## src/rtl/uart_receiver.sv

```systemverilog
// uart_receiver: oversampled UART receive path.
// Frame = start, DATA_W data bits LSB-first, optional parity slot, stop.
module uart_receiver #(
    parameter int DATA_W      = 8,
    parameter int PARITY_EN   = 0,
    parameter int PARITY_EVEN = 1,
    parameter int OSR         = 16
) (
    input  logic              clk,
    input  logic              reset,
    input  logic              oversample_tick,
    input  logic              RsRx,
    output logic [DATA_W-1:0] data_out,
    output logic              data_valid
);

    localparam int TICK_W = $clog2(OSR);
    localparam int BIT_W  = $clog2(DATA_W + 1);

    localparam logic [TICK_W-1:0] HALF_LAST = TICK_W'(OSR / 2 - 1);
    localparam logic [TICK_W-1:0] FULL_LAST = TICK_W'(OSR - 1);
    localparam logic [BIT_W-1:0]  BIT_LAST  = BIT_W'(DATA_W - 1);

    // The parity sense only has to be legal; the bit itself is never checked.
    localparam bit PAR_SLOT =
        (PARITY_EN != 0) && ((PARITY_EVEN == 0) || (PARITY_EVEN == 1));

    typedef enum logic [2:0] {
        S_IDLE,
        S_START,
        S_DATA,
        S_PARITY,
        S_STOP,
        S_BREAK
    } state_t;

    state_t              state_q, state_d;
    logic [TICK_W-1:0]   tick_q, tick_d;
    logic [BIT_W-1:0]    bit_q, bit_d;
    logic [DATA_W-1:0]   shift_q, shift_d;
    logic [DATA_W-1:0]   dout_q, dout_d;
    logic                valid_q, valid_d;
    logic                rx_meta_q;
    logic                rx_sync_q;

    always_comb begin
        state_d = state_q;
        tick_d  = tick_q;
        bit_d   = bit_q;
        shift_d = shift_q;
        dout_d  = dout_q;
        valid_d = 1'b0;

        if (oversample_tick) begin
            unique case (state_q)
                S_IDLE: begin
                    if (!rx_sync_q) begin
                        state_d = S_START;
                        tick_d  = '0;
                    end
                end

                S_START: begin
                    if (tick_q == HALF_LAST) begin
                        tick_d  = '0;
                        bit_d   = '0;
                        state_d = rx_sync_q ? S_IDLE : S_DATA;
                    end else begin
                        tick_d = tick_q + 1'b1;
                    end
                end

                S_DATA: begin
                    if (tick_q == FULL_LAST) begin
                        tick_d  = '0;
                        // New bit enters at the MSB; the first bit ends at bit 0.
                        shift_d = DATA_W'({rx_sync_q, shift_q} >> 1);
                        if (bit_q == BIT_LAST) begin
                            bit_d   = '0;
                            state_d = PAR_SLOT ? S_PARITY : S_STOP;
                        end else begin
                            bit_d = bit_q + 1'b1;
                        end
                    end else begin
                        tick_d = tick_q + 1'b1;
                    end
                end

                S_PARITY: begin
                    if (tick_q == FULL_LAST) begin
                        tick_d  = '0;
                        state_d = S_STOP;
                    end else begin
                        tick_d = tick_q + 1'b1;
                    end
                end

                S_STOP: begin
                    if (tick_q == FULL_LAST) begin
                        tick_d = '0;
                        if (rx_sync_q) begin
                            dout_d  = shift_q;
                            valid_d = 1'b1;
                            state_d = S_IDLE;
                        end else begin
                            state_d = S_BREAK;
                        end
                    end else begin
                        tick_d = tick_q + 1'b1;
                    end
                end

                S_BREAK: begin
                    if (rx_sync_q) begin
                        state_d = S_IDLE;
                    end
                end

                default: begin
                    state_d = S_IDLE;
                end
            endcase
        end
    end

    always_ff @(posedge clk) begin
        if (reset) begin
            rx_meta_q <= 1'b1;
            rx_sync_q <= 1'b1;
            state_q   <= S_IDLE;
            tick_q    <= '0;
            bit_q     <= '0;
            shift_q   <= '0;
            dout_q    <= '0;
            valid_q   <= 1'b0;
        end else begin
            rx_meta_q <= RsRx;
            rx_sync_q <= rx_meta_q;
            state_q   <= state_d;
            tick_q    <= tick_d;
            bit_q     <= bit_d;
            shift_q   <= shift_d;
            dout_q    <= dout_d;
            valid_q   <= valid_d;
        end
    end

    assign data_out   = dout_q;
    assign data_valid = valid_q;

endmodule

```

## config.mk

```make
export PLATFORM = sky130hd
export DESIGN_NAME = uart_receiver
export DESIGN_NICKNAME = d
export VERILOG_FILES = /design/src/rtl/uart_receiver.sv
export SDC_FILE = /design/constraint.sdc
export NUM_CORES = 1
export LEC_CHECK = 0
export BUFFER_PORTS_ARGS = -buffer_cell sky130_fd_sc_hd__buf_2
export CORE_MARGIN = 2
export CORE_UTILIZATION = 61
export DETAILED_ROUTE_END_ITERATION = 8
export PLACE_DENSITY = 0.82
export REMOVE_ABC_BUFFERS = 1
export SLEW_MARGIN = 20
export SYNTH_ARGS = -nofsm -noshare
export SYNTH_HDL_FRONTEND = slang
export SYNTH_SLANG_ARGS = --single-unit
```

## constraint.sdc

```tcl
create_clock -name clk -period 5.24 [get_ports clk]
set_input_delay 0.786 -clock clk [delete_from_list [all_inputs] [get_ports clk]]
set_output_delay 0.786 -clock clk [all_outputs]
set_load 0.005 [all_outputs]
```

==> run summary <==
The worst hold path terminates at rx_sync_q. The floorplan step set the die width to 51 um. The distinct cell type count of the synthesized netlist came out at 37. After detailed routing, the number of remaining DRC violations is 0.

The number of cells on the worst hold path is 1. The remaining global-route overflow came out at 0. Summed over all nets, the half-perimeter wirelength after detailed placement is 1790 um. The count of nets left with antenna violations once routing finished came out at 0.

In this run the clock root is driven by a sky130_fd_sc_hd__clkbuf_4. The flow ran to the end, and the final reports show no timing, DRC or antenna violations. The number of global-route vias before repair is around 1,000. The routed wire length is 2590 um.

Summing over every cut layer, the via total after detailed routing is 1,111. The area of the multi-input gates came out at 677 um^2. Setup repair after global routing left no endpoint under its margin. The final net count is around 160. The signal arrival time at the worst endpoint is 2.37 ns. The ratio of final minimum period to clock period came out at 0.412.

The largest individual stage delay along the critical path comes from the cell sky130_fd_sc_hd__nor2b_1. The combinational share of power came out at 0.028. Hold timing on the final database bottoms out at a slack of roughly 0.43 ns. The vias per cell came out at between 5 and 6. Broken down by cell family, the worst path's largest delay share belongs to simple AND/OR/NAND/NOR gates.

Measured against its own limit, the worst slew margin works out to 0.438. The min-delay analysis places its worst path in the category reg -> reg. The internal power summed over all cells came out at roughly 0.30 mW. The floorplan has 17 rows. Routability-driven placement finished with a final weighted congestion of 0.896. The total negative slack for setup checks is 0 ns. The startpoint kind of the worst setup timing path is a flop.

For this run, the slowest stage of the critical path takes 0.70 ns. The number of gates resized after cts is 0. The fill cell instance count of the final layout is 184. The mean cell area of the mapped netlist came out at 9.04 um^2. The clock reaches the later pin of the worst-skew pair after 0.33 ns. The transition time at the pin with the least slew margin is 0.841 ns. The instance count after placement with tap cells included came out at roughly 180. The slack of the worst reg-to-reg path came out at between 3 and 4 ns.

The synthesized flop and latch total came out at 30. The hold violation total from the final report was 0. The number of I/O pins came out at 13. The number of buffers created by CTS came out at 5. The total power divided by cell area is 266 mW/mm^2. Across the VDD grid, the largest voltage drop is 231 uV. Traced cell by cell, the critical path runs through or3b_1 > nor2b_1 > mux2i_1 > nor2_1. The share of total power dissipated in sequential elements is 0.594.

The max-slew violation count is 0. During placement, the flow inserted port buffers numbering 12. The maximum level of the CTS H-tree came out at 2.

The number of cells produced by synthesis is 149. Buffers added to address setup during post-CTS repair amount to 0. For this design the static power due to leakage is 0.608 nW.

The share of total power in the clock network is 0.378. Entering global routing, the biggest net connects 33 pins. The buffers plus inverters on the worst setup path came out at 0. The final core utilization came out at 0.677. For this configuration, the core starts out at a cell density of 0.627. The overall power after layout came out at 0.387 mW. The chip height is 51 um. The switching power of the nets is 0.0904 mW. The area of the placeable core came out at 0.00215 mm^2. The final antenna diode count came out at 0. The wire length of the first global-routing pass came out at 4430 um. The post-CTS clock slew at the launch and capture registers of the worst setup and hold paths came out at 0.10 ns. In this run the critical register-to-register path is captured at shift_q[3]. The CTS tree is done. The max-cap violation count is 0. The worst register-to-register path begins at state_q[1]. The setup clock skew after layout came out at around 0.0052 ns. The total number of clock tree sinks came out at 30. The share of final-layout standard cells stronger than drive strength 1 came out at 0.146.

The number of cells traversed by the worst register-to-register path came out at 4. The area growth from synthesis to layout came out at 7.99%. The fraction of power spent switching nets came out at 0.234. The initial antenna violation count was 0.

The launch point of the worst hold path is rx_meta_q. The largest fanout on the critical path came out at 11. The share of the yosys chip area belonging to registers is 0.446.

The number of detailed-routing iterations run before antenna repair came out at 4. The required arrival time at the worst endpoint is around 5.5 ns. The number of standard cells in the layout, taps in and fillers out is 186. The setup-violating endpoint count in the final report came out at 0.

The hold buffer count at CTS is 0. The cell count along the critical path is 4. The setup path with the least slack is of type reg -> reg. The sequential cell area came out at roughly 600 um^2. The first-iteration detailed-routing DRC count is 14. The maximum clock frequency is 463 MHz. In the final routed layout, each cell accounts on average for 13.9 um.

The minimum clock period came out at 2.16 ns. The type of element capturing the critical path is a flop. The count of warnings emitted by yosys is 0. The global router's overall resource usage is 0.230. The cell area after synthesis is 0.00135 mm^2. The die covers between 0.002 and 0.003 mm^2.

The largest buffer count on any clock path is 2.
worst register-to-register path, cell delays in order, from the launching register on:
cell and delay [ns]:
sky130_fd_sc_hd__dfxtp_1 0.51, sky130_fd_sc_hd__or3b_1 0.49, sky130_fd_sc_hd__nor2b_1 0.70, sky130_fd_sc_hd__mux2i_1 0.29, sky130_fd_sc_hd__nor2_1 0.05
power by group through the flow:
stage / logic (mW) / clock network, mW / registers (mW)
after floorplan: 0.00506 / 0 / 0.235
after global placement: 0.0103 / 0 / 0.235
after detailed placement: 0.0108 / 0 / 0.235
after CTS: 0.0109 / 0.151 / 0.230
after global routing: 0.0121 / 0.160 / 0.230
final: 0.0109 / 0.147 / 0.230
worst max-delay path by stage:
stage          slack, ns         end            start
4_1_cts             3.08  shift_q[3]       state_q[1]
6_report            3.08  shift_q[3]       state_q[1]
2_1_floorplan       3.26  shift_q[0]  oversample_tick
3_3_place_gp        2.94  shift_q[3]  oversample_tick
3_5_place_dp        2.91  shift_q[3]  oversample_tick
5_1_grt             2.92  shift_q[6]       state_q[1]
synth_stat cells (all sizes together):
| cell | n | share of area |
|---|---|---|
| a2111o | 1 | 0.0084 |
| a211o | 2 | 0.013 |
| a211oi | 1 | 0.0056 |
| a21boi | 1 | 0.0056 |
| a21oi | 8 | 0.030 |
| a221oi | 1 | 0.0065 |
| a31oi | 3 | 0.014 |
| and3 | 2 | 0.0093 |
| and3b | 1 | 0.0065 |
| and4 | 1 | 0.0065 |
| buf | 3 | 0.016 |
| clkbuf | 8 | 0.022 |
| dfxtp | 30 | 0.45 |
| ha | 2 | 0.019 |
| inv | 5 | 0.014 |
| mux2i | 17 | 0.13 |
| nand2 | 6 | 0.017 |
| nand2b | 1 | 0.0046 |
| nand3 | 6 | 0.022 |
| nand3b | 2 | 0.011 |
| nand4 | 4 | 0.019 |
| nand4b | 1 | 0.0065 |
| nor2 | 20 | 0.056 |
| nor2b | 3 | 0.014 |
| nor3 | 1 | 0.0037 |
| o211ai | 1 | 0.0056 |
| o21ai | 4 | 0.015 |
| o22a | 1 | 0.0065 |
| o31ai | 1 | 0.0056 |
| or2 | 3 | 0.014 |
| or3 | 3 | 0.014 |
| or3b | 2 | 0.013 |
| or4 | 2 | 0.011 |
| or4b | 2 | 0.015 |
cell families after synthesis:
family | count (synthesis) | share of synthesized area
buf+inv | 16 | 0.0520
fa+ha+maj | 2 | 0.0186
mux | 17 | 0.126
compound gates | 24 | 0.115
flops | 30 | 0.446
simple gates | 60 | 0.242
area by class of cell:
| type | count | share of cell area |
|---|---|---|
| clock buffers | 6 | 0.0353 |
| multi-input cells | 103 | 0.465 |
| clock inverters | 2 | 0.00860 |
| repair buffers | 12 | 0.0413 |
| inverters | 5 | 0.0129 |
| flip-flops and latches | 30 | 0.413 |
| well taps | 28 | 0.0241 |
per-stage QoR:
| step | worst slack [ns] | instance area [um^2] |
|---|---|---|
| 6_report | 3.08 | 1460 |
| 5_1_grt | 2.92 | 1460 |
| 4_1_cts | 3.08 | 1460 |
| 3_5_place_dp | 2.91 | 1390 |
| 3_3_place_gp | 2.94 | 1390 |
| 2_1_floorplan | 3.26 | 1300 |
sequential cells by signal (all words and copies together) (netlist names):
signal / cells
shift_q: 8
tick_q: 4
rx_meta_q: 1
rx_sync_q: 1
data_out: 8
state_q: 3
bit_q: 4
data_valid: 1
metal layers:
metal  vias to the layer above  track usage  routed length (um)
met1                       533        0.262                1120
met3                         6       0.0789                 107
met4                         0       0.0901                  45
li1                        547            -                   -
met5                         -            0                   0
met2                        25        0.392                1320
cell usage in the layout, fill, tap and decap left out, types with 3 or more instances in the layout:
| cell | netlist | layout |
|---|---|---|
| sky130_fd_sc_hd__a21oi_1 | 8 | 8 |
| sky130_fd_sc_hd__a31oi_1 | 3 | 3 |
| sky130_fd_sc_hd__buf_2 | 2 | 12 |
| sky130_fd_sc_hd__clkbuf_4 | 0 | 5 |
| sky130_fd_sc_hd__dfxtp_1 | 30 | 30 |
| sky130_fd_sc_hd__inv_1 | 5 | 5 |
| sky130_fd_sc_hd__mux2i_1 | 17 | 17 |
| sky130_fd_sc_hd__nand2_1 | 6 | 6 |
| sky130_fd_sc_hd__nand3_1 | 6 | 6 |
| sky130_fd_sc_hd__nand4_1 | 4 | 4 |
| sky130_fd_sc_hd__nor2_1 | 20 | 20 |
| sky130_fd_sc_hd__nor2b_1 | 3 | 3 |
| sky130_fd_sc_hd__o21ai_0 | 4 | 4 |
| sky130_fd_sc_hd__or3_1 | 3 | 3 |
Note: power is estimated with default switching activity, not from simulation.
